[src/rtl/wb_trap_unit_pkg.sv]
// Shared constants and types for the write-back trap unit: CSR addresses,
// mcause codes, exception vector bit positions, CSR op encodings and FSM states.
package trap_pkg;

   localparam logic [11:0] CSR_MSTATUS  = 12'h300;
   localparam logic [11:0] CSR_MIE      = 12'h304;
   localparam logic [11:0] CSR_MTVEC    = 12'h305;
   localparam logic [11:0] CSR_MSCRATCH = 12'h340;
   localparam logic [11:0] CSR_MEPC     = 12'h341;
   localparam logic [11:0] CSR_MCAUSE   = 12'h342;
   localparam logic [11:0] CSR_MTVAL    = 12'h343;
   localparam logic [11:0] CSR_MIP      = 12'h344;

   localparam logic [31:0] CAUSE_ILLEGAL = 32'd2;
   localparam logic [31:0] CAUSE_LOAD    = 32'd5;
   localparam logic [31:0] CAUSE_STORE   = 32'd7;
   localparam logic [31:0] CAUSE_ECALL   = 32'd11;
   localparam logic [31:0] CAUSE_EXT_INT = 32'h8000_000B;

   localparam int EXP_ILLEGAL = 3;
   localparam int EXP_ECALL   = 2;
   localparam int EXP_LOAD    = 1;
   localparam int EXP_STORE   = 0;

   typedef enum logic [1:0] {
      CSR_NONE  = 2'b00,
      CSR_WRITE = 2'b01,
      CSR_SET   = 2'b10,
      CSR_CLEAR = 2'b11
   } csr_op_e;

   typedef enum logic {
      S_IDLE     = 1'b0,
      S_REDIRECT = 1'b1
   } state_e;

   function automatic logic [31:0] csr_apply(input csr_op_e op, input logic [31:0] old,
                                             input logic [31:0] wdata);
      case (op)
         CSR_WRITE: csr_apply = wdata;
         CSR_SET:   csr_apply = old | wdata;
         CSR_CLEAR: csr_apply = old & ~wdata;
         default:   csr_apply = old;
      endcase
   endfunction

endpackage

[src/rtl/wb_trap_unit_if.sv]
// MEM/WB exception/CSR fields into the trap unit and its flush/redirect results.
interface wb_trap_if;
   logic        EN;
   logic [31:0] PCurrent_WB;
   logic [31:0] IR_WB;
   logic [31:0] ALUO_WB;
   logic [3:0]  exp_vector_WB;
   logic        mret_WB;
   logic        isFlushed;
   logic [1:0]  csr_op_WB;
   logic [11:0] csr_addr_WB;
   logic [31:0] csr_wdata_WB;
   logic [31:0] csr_rdata;
   logic        wb_kill;
   logic        flush_all;
   logic        redirect_valid;
   logic [31:0] redirect_pc;

   modport master (
      output EN, PCurrent_WB, IR_WB, ALUO_WB, exp_vector_WB, mret_WB, isFlushed,
             csr_op_WB, csr_addr_WB, csr_wdata_WB,
      input  csr_rdata, wb_kill, flush_all, redirect_valid, redirect_pc
   );

   modport slave (
      input  EN, PCurrent_WB, IR_WB, ALUO_WB, exp_vector_WB, mret_WB, isFlushed,
             csr_op_WB, csr_addr_WB, csr_wdata_WB,
      output csr_rdata, wb_kill, flush_all, redirect_valid, redirect_pc
   );
endinterface

[src/rtl/wb_trap_unit_csr_file.sv]
// Machine-mode CSR storage: write masks, read mux, trap/mret side effects and
// the ext_int synchroniser feeding mip.MEIP.
module m_csr_file
   import trap_pkg::*;
#(
   parameter logic [31:0] MTVEC_RESET     = 32'h0000_0100,
   parameter int          INT_SYNC_STAGES = 2
) (
   input  logic        clk,
   input  logic        rst,
   input  logic        en,
   input  logic        ext_int,
   input  logic        trap_take,
   input  logic [31:0] trap_epc,
   input  logic [31:0] trap_cause,
   input  logic [31:0] trap_tval,
   input  logic        mret_take,
   input  logic        csr_we,
   input  csr_op_e     csr_op,
   input  logic [11:0] csr_addr,
   input  logic [31:0] csr_wdata,
   output logic [31:0] csr_rdata,
   output logic [31:0] mtvec,
   output logic [31:0] mepc,
   output logic        irq_pending
);

   logic                       st_mie;
   logic                       st_mpie;
   logic                       meie;
   logic [31:0]                mscratch;
   logic [31:0]                mcause;
   logic [31:0]                mtval;
   logic [INT_SYNC_STAGES-1:0] int_sync;
   logic                       meip;
   logic [31:0]                wval;

   assign meip        = int_sync[INT_SYNC_STAGES-1];
   assign irq_pending = st_mie & meie & meip;

   always_comb begin
      case (csr_addr)
         CSR_MSTATUS:  csr_rdata = {19'b0, 2'b11, 3'b0, st_mpie, 3'b0, st_mie, 3'b0};
         CSR_MIE:      csr_rdata = {20'b0, meie, 11'b0};
         CSR_MTVEC:    csr_rdata = mtvec;
         CSR_MSCRATCH: csr_rdata = mscratch;
         CSR_MEPC:     csr_rdata = mepc;
         CSR_MCAUSE:   csr_rdata = mcause;
         CSR_MTVAL:    csr_rdata = mtval;
         CSR_MIP:      csr_rdata = {20'b0, meip, 11'b0};
         default:      csr_rdata = 32'b0;
      endcase
   end

   // Read-modify-write starts from the visible value; masks are applied on store.
   assign wval = csr_apply(csr_op, csr_rdata, csr_wdata);

   always_ff @(posedge clk or posedge rst) begin
      if (rst) begin
         st_mie   <= 1'b0;
         st_mpie  <= 1'b0;
         meie     <= 1'b0;
         mtvec    <= {MTVEC_RESET[31:2], 2'b00};
         mscratch <= 32'b0;
         mepc     <= 32'b0;
         mcause   <= 32'b0;
         mtval    <= 32'b0;
         int_sync <= '0;
      end else if (en) begin
         int_sync <= {int_sync[INT_SYNC_STAGES-2:0], ext_int};
         if (trap_take) begin
            mepc    <= {trap_epc[31:2], 2'b00};
            mcause  <= trap_cause;
            mtval   <= trap_tval;
            st_mpie <= st_mie;
            st_mie  <= 1'b0;
         end else if (mret_take) begin
            st_mie  <= st_mpie;
            st_mpie <= 1'b1;
         end else if (csr_we) begin
            case (csr_addr)
               CSR_MSTATUS: begin
                  st_mie  <= wval[3];
                  st_mpie <= wval[7];
               end
               CSR_MIE:      meie     <= wval[11];
               CSR_MTVEC:    mtvec    <= {wval[31:2], 2'b00};
               CSR_MSCRATCH: mscratch <= wval;
               CSR_MEPC:     mepc     <= {wval[31:2], 2'b00};
               CSR_MCAUSE:   mcause   <= wval;
               CSR_MTVAL:    mtval    <= wval;
               default: ;
            endcase
         end
      end
   end

endmodule

[src/rtl/wb_trap_unit.sv]
// Write-back trap resolution: picks exception / interrupt / mret / CSR op for
// the WB slot and issues a registered one-cycle flush and PC redirect.
//
// state      | meaning
// S_IDLE     | WB slot may be taken; flush/redirect outputs low
// S_REDIRECT | one cycle of flush_all/redirect_valid high; WB inputs ignored
module wb_trap_unit
   import trap_pkg::*;
#(
   parameter logic [31:0] MTVEC_RESET     = 32'h0000_0100,
   parameter int          INT_SYNC_STAGES = 2
) (
   input  logic         clk,
   input  logic         rst,
   input  logic         ext_int,
   wb_trap_if.slave     bus
);

   state_e      state;
   csr_op_e     csr_op;
   logic        slot_valid;
   logic        exc;
   logic        irq_pending;
   logic        take_trap;
   logic        take_mret;
   logic        csr_we;
   logic [31:0] trap_cause;
   logic [31:0] trap_tval;
   logic [31:0] mtvec;
   logic [31:0] mepc;
   logic        flush_q;
   logic        redirect_q;
   logic [31:0] redirect_pc_q;

   assign csr_op     = csr_op_e'(bus.csr_op_WB);
   assign slot_valid = bus.EN && !bus.isFlushed && (state == S_IDLE);
   assign exc        = |bus.exp_vector_WB;
   assign take_trap  = slot_valid && (exc || irq_pending);
   assign take_mret  = slot_valid && !take_trap && bus.mret_WB;
   assign csr_we     = slot_valid && !take_trap && !bus.mret_WB && (csr_op != CSR_NONE);

   always_comb begin
      trap_cause = CAUSE_EXT_INT;
      trap_tval  = 32'b0;
      if (bus.exp_vector_WB[EXP_ILLEGAL]) begin
         trap_cause = CAUSE_ILLEGAL;
         trap_tval  = bus.IR_WB;
      end else if (bus.exp_vector_WB[EXP_ECALL]) begin
         trap_cause = CAUSE_ECALL;
      end else if (bus.exp_vector_WB[EXP_LOAD]) begin
         trap_cause = CAUSE_LOAD;
         trap_tval  = bus.ALUO_WB;
      end else if (bus.exp_vector_WB[EXP_STORE]) begin
         trap_cause = CAUSE_STORE;
         trap_tval  = bus.ALUO_WB;
      end
   end

   m_csr_file #(
      .MTVEC_RESET     (MTVEC_RESET),
      .INT_SYNC_STAGES (INT_SYNC_STAGES)
   ) u_csr (
      .clk         (clk),
      .rst         (rst),
      .en          (bus.EN),
      .ext_int     (ext_int),
      .trap_take   (take_trap),
      .trap_epc    (bus.PCurrent_WB),
      .trap_cause  (trap_cause),
      .trap_tval   (trap_tval),
      .mret_take   (take_mret),
      .csr_we      (csr_we),
      .csr_op      (csr_op),
      .csr_addr    (bus.csr_addr_WB),
      .csr_wdata   (bus.csr_wdata_WB),
      .csr_rdata   (bus.csr_rdata),
      .mtvec       (mtvec),
      .mepc        (mepc),
      .irq_pending (irq_pending)
   );

   // mtvec/mepc are sampled before this edge's CSR update lands.
   always_ff @(posedge clk or posedge rst) begin
      if (rst) begin
         state         <= S_IDLE;
         flush_q       <= 1'b0;
         redirect_q    <= 1'b0;
         redirect_pc_q <= 32'b0;
      end else if (bus.EN) begin
         case (state)
            S_IDLE: begin
               if (take_trap || take_mret) begin
                  state         <= S_REDIRECT;
                  flush_q       <= 1'b1;
                  redirect_q    <= 1'b1;
                  redirect_pc_q <= take_trap ? mtvec : mepc;
               end
            end
            S_REDIRECT: begin
               state         <= S_IDLE;
               flush_q       <= 1'b0;
               redirect_q    <= 1'b0;
               redirect_pc_q <= 32'b0;
            end
            default: state <= S_IDLE;
         endcase
      end
   end

   assign bus.wb_kill        = take_trap;
   assign bus.flush_all      = flush_q;
   assign bus.redirect_valid = redirect_q;
   assign bus.redirect_pc    = redirect_pc_q;

endmodule

[src/flat_wrapper.sv]
// flat-port wrapper written by rule: the top's interface ports become plain ports
module wb_trap_unit_flat import trap_pkg::*;
#(
   parameter logic [31:0] MTVEC_RESET     = 32'h0000_0100,
   parameter int          INT_SYNC_STAGES = 2
)
  (clk, rst, ext_int, bus_EN, bus_PCurrent_WB, bus_IR_WB, bus_ALUO_WB, bus_exp_vector_WB, bus_mret_WB, bus_isFlushed, bus_csr_op_WB, bus_csr_addr_WB, bus_csr_wdata_WB, bus_csr_rdata, bus_wb_kill, bus_flush_all, bus_redirect_valid, bus_redirect_pc);
  wb_trap_if bus_i ();
  input  logic clk;
  input  logic rst;
  input  logic ext_int;
  input wire logic [$bits(bus_i.EN)-1:0] bus_EN;
  input wire logic [$bits(bus_i.PCurrent_WB)-1:0] bus_PCurrent_WB;
  input wire logic [$bits(bus_i.IR_WB)-1:0] bus_IR_WB;
  input wire logic [$bits(bus_i.ALUO_WB)-1:0] bus_ALUO_WB;
  input wire logic [$bits(bus_i.exp_vector_WB)-1:0] bus_exp_vector_WB;
  input wire logic [$bits(bus_i.mret_WB)-1:0] bus_mret_WB;
  input wire logic [$bits(bus_i.isFlushed)-1:0] bus_isFlushed;
  input wire logic [$bits(bus_i.csr_op_WB)-1:0] bus_csr_op_WB;
  input wire logic [$bits(bus_i.csr_addr_WB)-1:0] bus_csr_addr_WB;
  input wire logic [$bits(bus_i.csr_wdata_WB)-1:0] bus_csr_wdata_WB;
  output wire logic [$bits(bus_i.csr_rdata)-1:0] bus_csr_rdata;
  output wire logic [$bits(bus_i.wb_kill)-1:0] bus_wb_kill;
  output wire logic [$bits(bus_i.flush_all)-1:0] bus_flush_all;
  output wire logic [$bits(bus_i.redirect_valid)-1:0] bus_redirect_valid;
  output wire logic [$bits(bus_i.redirect_pc)-1:0] bus_redirect_pc;
  assign bus_i.EN = bus_EN;
  assign bus_i.PCurrent_WB = bus_PCurrent_WB;
  assign bus_i.IR_WB = bus_IR_WB;
  assign bus_i.ALUO_WB = bus_ALUO_WB;
  assign bus_i.exp_vector_WB = bus_exp_vector_WB;
  assign bus_i.mret_WB = bus_mret_WB;
  assign bus_i.isFlushed = bus_isFlushed;
  assign bus_i.csr_op_WB = bus_csr_op_WB;
  assign bus_i.csr_addr_WB = bus_csr_addr_WB;
  assign bus_i.csr_wdata_WB = bus_csr_wdata_WB;
  assign bus_csr_rdata = bus_i.csr_rdata;
  assign bus_wb_kill = bus_i.wb_kill;
  assign bus_flush_all = bus_i.flush_all;
  assign bus_redirect_valid = bus_i.redirect_valid;
  assign bus_redirect_pc = bus_i.redirect_pc;
  wb_trap_unit #(.MTVEC_RESET(MTVEC_RESET), .INT_SYNC_STAGES(INT_SYNC_STAGES)) u_core (.clk(clk), .rst(rst), .ext_int(ext_int), .bus(bus_i));
endmodule
[config.mk]
export PLATFORM = sky130hd
export DESIGN_NAME = wb_trap_unit_flat
export DESIGN_NICKNAME = d
export VERILOG_FILES = /design/src/rtl/wb_trap_unit_pkg.sv /design/src/rtl/wb_trap_unit_if.sv /design/src/rtl/wb_trap_unit_csr_file.sv /design/src/rtl/wb_trap_unit.sv /design/src/flat_wrapper.sv
export SDC_FILE = /design/constraint.sdc
export NUM_CORES = 1
export LEC_CHECK = 0
export ABC_CLOCK_PERIOD_IN_PS = 6400
export CAP_MARGIN = 20
export CORE_ASPECT_RATIO = 0.5
export CORE_MARGIN = 2
export CORE_UTILIZATION = 35
export DETAILED_ROUTE_END_ITERATION = 10
export GPL_ROUTABILITY_DRIVEN = 0
export PLACE_DENSITY = 0.65
export SLEW_MARGIN = 20
export SYNTH_ARGS = -nofsm -noshare
export SYNTH_HDL_FRONTEND = slang
export SYNTH_HIERARCHICAL = 1
export SYNTH_SLANG_ARGS = --single-unit
[constraint.sdc]
create_clock -name clk -period 6.4 [get_ports clk]
set_clock_uncertainty 0.2 [all_clocks]
set_input_delay 0.96 -clock clk [delete_from_list [all_inputs] [get_ports clk]]
set_output_delay 0.96 -clock clk [all_outputs]
set_load 0.1 [all_outputs]
==> key figures <==
Synth
  • Synthesis-stage register bit count: 195
  • Xor/xnor share of the synthesized area: 0.02329
  • Syn_area_per_cell: ~10 um2
  • Mux share of post-synthesis cell area: 0.09075
  • Main flop type after synthesis: dfrtp_1
  • Area of the mapped netlist: 0.01091 mm2
  • Ys Warns: 6
  • Synth top area share: 0.4452
  • Synth Area in Adders: 0
  • Share of flip-flops with an asynchronous set or reset: 1.000
  • Cell variety after synth: 64
  • Register area share after synthesis: 0.4476
  • Simple-Gate Fraction of Synth Area: 0.1363
  • Area contributors post-synth: dfrtp_1, mux2i_1, nand2_1
  • Combinational family with the most area after synthesis: compound AO/OA/AOI/OAI gates
  • Synth area leader: dfrtp_1
  • Compound-gate portion of the synthesized area: 0.2419
  • Syn Inst Count: ~1100
  • Most common cell in the netlist: dfrtp_1
  • Number of synthesized flops with an enable pin: 0
  • Commonest cells in the netlist: dfrtp_1, nand2_1, mux2i_1

Worst setup path
  • CP max stage delay: 0.95 ns
  • CP max FO: 19
  • Max stage delay cell, worst path: and3_1
  • Startpoint types: primary input
  • Buf/Inv on CP: 3
  • WS Path Type: in2out
  • Crit path required time: 5.24 ns
  • Delay-heaviest family, CP: simple AND/OR/NAND/NOR gates
  • Crit path cell chain: clkdlybuf4s50_1 > nor4b_2 > and3_1 > a222oi_1 > inv_1 > buf_4
  • Data arrival, critical path: 4.01 ns
  • Crit. End Element: output pin

GRT
  • First-pass GRT wire length: 55.88 mm
  • GRT overflow: 0
  • Vias in the first global route: around 10000
  • Largest net degree at the start of global routing: 69
  • Initial antenna violation count: 1
  • GRT Total Usage: 0.2233

Pwr
  • Sw frac: 0.3525
  • Sequential power share: 0.423
  • Power Density: 274.6 mW/mm2
  • Worst VDD drop: around 0.00020 V
  • Comb pwr share: 0.301
  • Net Sw Power: 1.348 mW
  • Clock Power Share: 0.276
  • Leakage: approximately 6.5 nW
  • Int Power: 2.477 mW

CTS
  • TritonCTS clock tree: done
  • Clock transition at path regs: ~0.070 ns
  • CTS-repair resized insts: 0
  • Post-CTS setup buffers: 0
  • Longest Clk Path Bufs: 2
  • Htree depth: 4
  • # hold bufs at CTS: 0
  • Clk sink count: roughly 200
  • CTS root buf: clkbuf_16
  • Clock Latency Late Sink: 0.45 ns
  • Number of CTS-inserted buffers: 17

Routing
  • Drt first pass iters: 8
  • # DRC: 0
  • Final wirelength: 36.82 mm
  • 1st-iter DRT viols: a little under 1000
  • Routed Antenna Nets: 0
  • Routed len/inst: approximately 21 um
  • Vias per inst: 5.661
  • Via count: roughly 9800

STA
  • FMAX: 193.4 MHz
  • Final Slew Violations: 0
  • RSZ-0062 raised after global routing: false
  • Worst Max-Slew Pin Slew: 1.043 ns
  • Slew headroom: 0.3049
  • Minimum clock period: 5.172 ns
  • Fin. Hold Viols: 0
  • Final Setup Violations: 0
  • Tcrit/Tclk final: 0.8081
  • Setup TNS: 0 ns
  • Setup WS post-layout: 1.228 ns

Final layout
  • Nets: 1440
  • Synth-to-Final Area Change: 27.75%
  • Share of cells above drive strength 1: 0.1161
  • Fillers: 2867

Floorplan
  • Die Y: around 130 um
  • Die Area: 0.03267 mm2
  • Starting Density: 0.3574
  • # IOs: 219
  • Placement row count: 45
  • Core ar.: 0.03052 mm2
  • DIE WIDTH: between 200 and 300 um

Min path
  • Hold Crit Class: reg2reg

Placed design
  • HPWL after DPL: 25.40 mm
  • I/O Buffers: 216
  • Pre-CTS setup slack: 1.324 ns

Flow run
  • Number of max-cap violations: 0

Outcome
  • Outcome: finished, final reports clean
[flip-flops by register name, summed over array words and instances (netlist names)]
signal                     cells
u_core/bus.redirect_pc        32
u_core/bus.redirect_valid      1
u_core/state                   1
u_core/u_csr/int_sync          2
u_core/u_csr/mcause           32
u_core/u_csr/meie              1
u_core/u_csr/mepc             30
u_core/u_csr/mscratch         32
u_core/u_csr/mtval            32
u_core/u_csr/mtvec            30
u_core/u_csr/st_mie            1
u_core/u_csr/st_mpie           1
[power groups by stage]
stage | clock [mW] | sequential [mW] | combinational [mW]
2_1_floorplan | 0 | 1.93 | 0.481
3_3_place_gp | 0 | 1.62 | 1.13
3_5_place_dp | 0 | 1.64 | 1.15
4_1_cts | 1.07 | 1.62 | 1.16
5_1_grt | 1.13 | 1.64 | 1.22
6_report | 1.06 | 1.62 | 1.15
[cells by family after synthesis]
| family | Yosys count |
|---|---|
| xor+xnor | 29 |
| compound gates | 343 |
| mux | 95 |
| buf+inv | 131 |
| other cells | 2 |
| simple gates | 299 |
| flops | 195 |
[worst min-delay path, cell delays in order (launching register included)]
cell and delay (ns):
dfrtp_1 0.34, nand2_1 0.05, nand2_1 0.06
[layout make-up]
| type | count | area (um2) | share of cell area |
|---|---|---|---|
| well taps | 423 | 529.3 | 0.03799 |
| repair buffers | 244 | 2320 | 0.1665 |
| clock buffers | 23 | 498.0 | 0.03574 |
| multi-input cells | 797 | 5495 | 0.3944 |
| clock inverters | 9 | 77.57 | 0.005568 |
| flip-flops and latches | 195 | 4881 | 0.3503 |
| inverters | 33 | 128.9 | 0.009250 |
| diodes | 1 | 2.502 | 0.0001796 |
[final timing paths]
kind / end / cells after the start / start / slack, ns
min: u_core/u_csr/mscratch[5]$_DFFE_PP0P_ / 2 / u_core/u_csr/mscratch[5]$_DFFE_PP0P_ / 0.28
max reg2reg: u_core/u_csr/mtvec[27]$_DFFE_PP0P_ / 8 / u_core/state$_DFFE_PP0P_ / 2.54
min reg2reg: u_core/u_csr/mscratch[5]$_DFFE_PP0P_ / 2 / u_core/u_csr/mscratch[5]$_DFFE_PP0P_ / 0.28
max: bus_csr_rdata[8] / 6 / bus_csr_addr_WB[6] / 1.23
max in group asynchronous: u_core/u_csr/st_mie$_DFFE_PP0P_ / 3 / rst / 4.14
min in group asynchronous: u_core/u_csr/mtvec[10]$_DFFE_PP0P_ / 2 / rst / 0.66
[layout by cell type (no fill, tap or decap), types with 4 or more instances in the layout]
cell             instances
dfrtp_1                194
clkdlybuf4s50_1        180
nand2_1                159
mux2i_1                 64
o21ai_0                 59
buf_4                   57
and3_1                  57
o2bb2ai_1               55
a22oi_1                 52
a221o_1                 39
a22o_1                  38
a21oi_1                 37
mux2_2                  31
conb_1                  31
inv_1                   30
nor2_1                  28
xnor2_1                 23
clkbuf_16               17
a222oi_1                17
and2_1                  13
and4_1                   9
xor2_1                   6
o22ai_1                  6
clkinv_2                 5
clkbuf_8                 5
nor3b_1                  4
o2bb2ai_2                4
nor2b_1                  4
a31oi_1                  4
a2bb2oi_1                4
a21o_1                   4
[routing by layer]
layer  vias to the layer above  global-route usage  share of wire
li1                       4424                   -              -
met1                      4897              0.2804           0.41
met2                       377              0.3900           0.51
met3                        67             0.03439          0.051
met4                         0             0.08789          0.026
met5                         -                   0              0
[per-stage QoR]
stage | std cells | utilization | power [mW] | hold WS (ns) | instance area [um2]
2_1_floorplan | 1123 | - | 2.411 | 0.2465 | 11010
4_1_cts | 1722 | 0.4557 | 3.845 | 0.2804 | 13910
5_1_grt | 1725 | 0.4565 | 3.995 | 0.3020 | 13930
3_3_place_gp | 1690 | 0.4369 | 2.756 | 0.2579 | 13330
6_report | 1725 | 0.4565 | 3.826 | 0.2802 | 13930
3_5_place_dp | 1690 | 0.4369 | 2.787 | 0.2637 | 13330
Note: power is estimated with default switching activity, not from simulation.
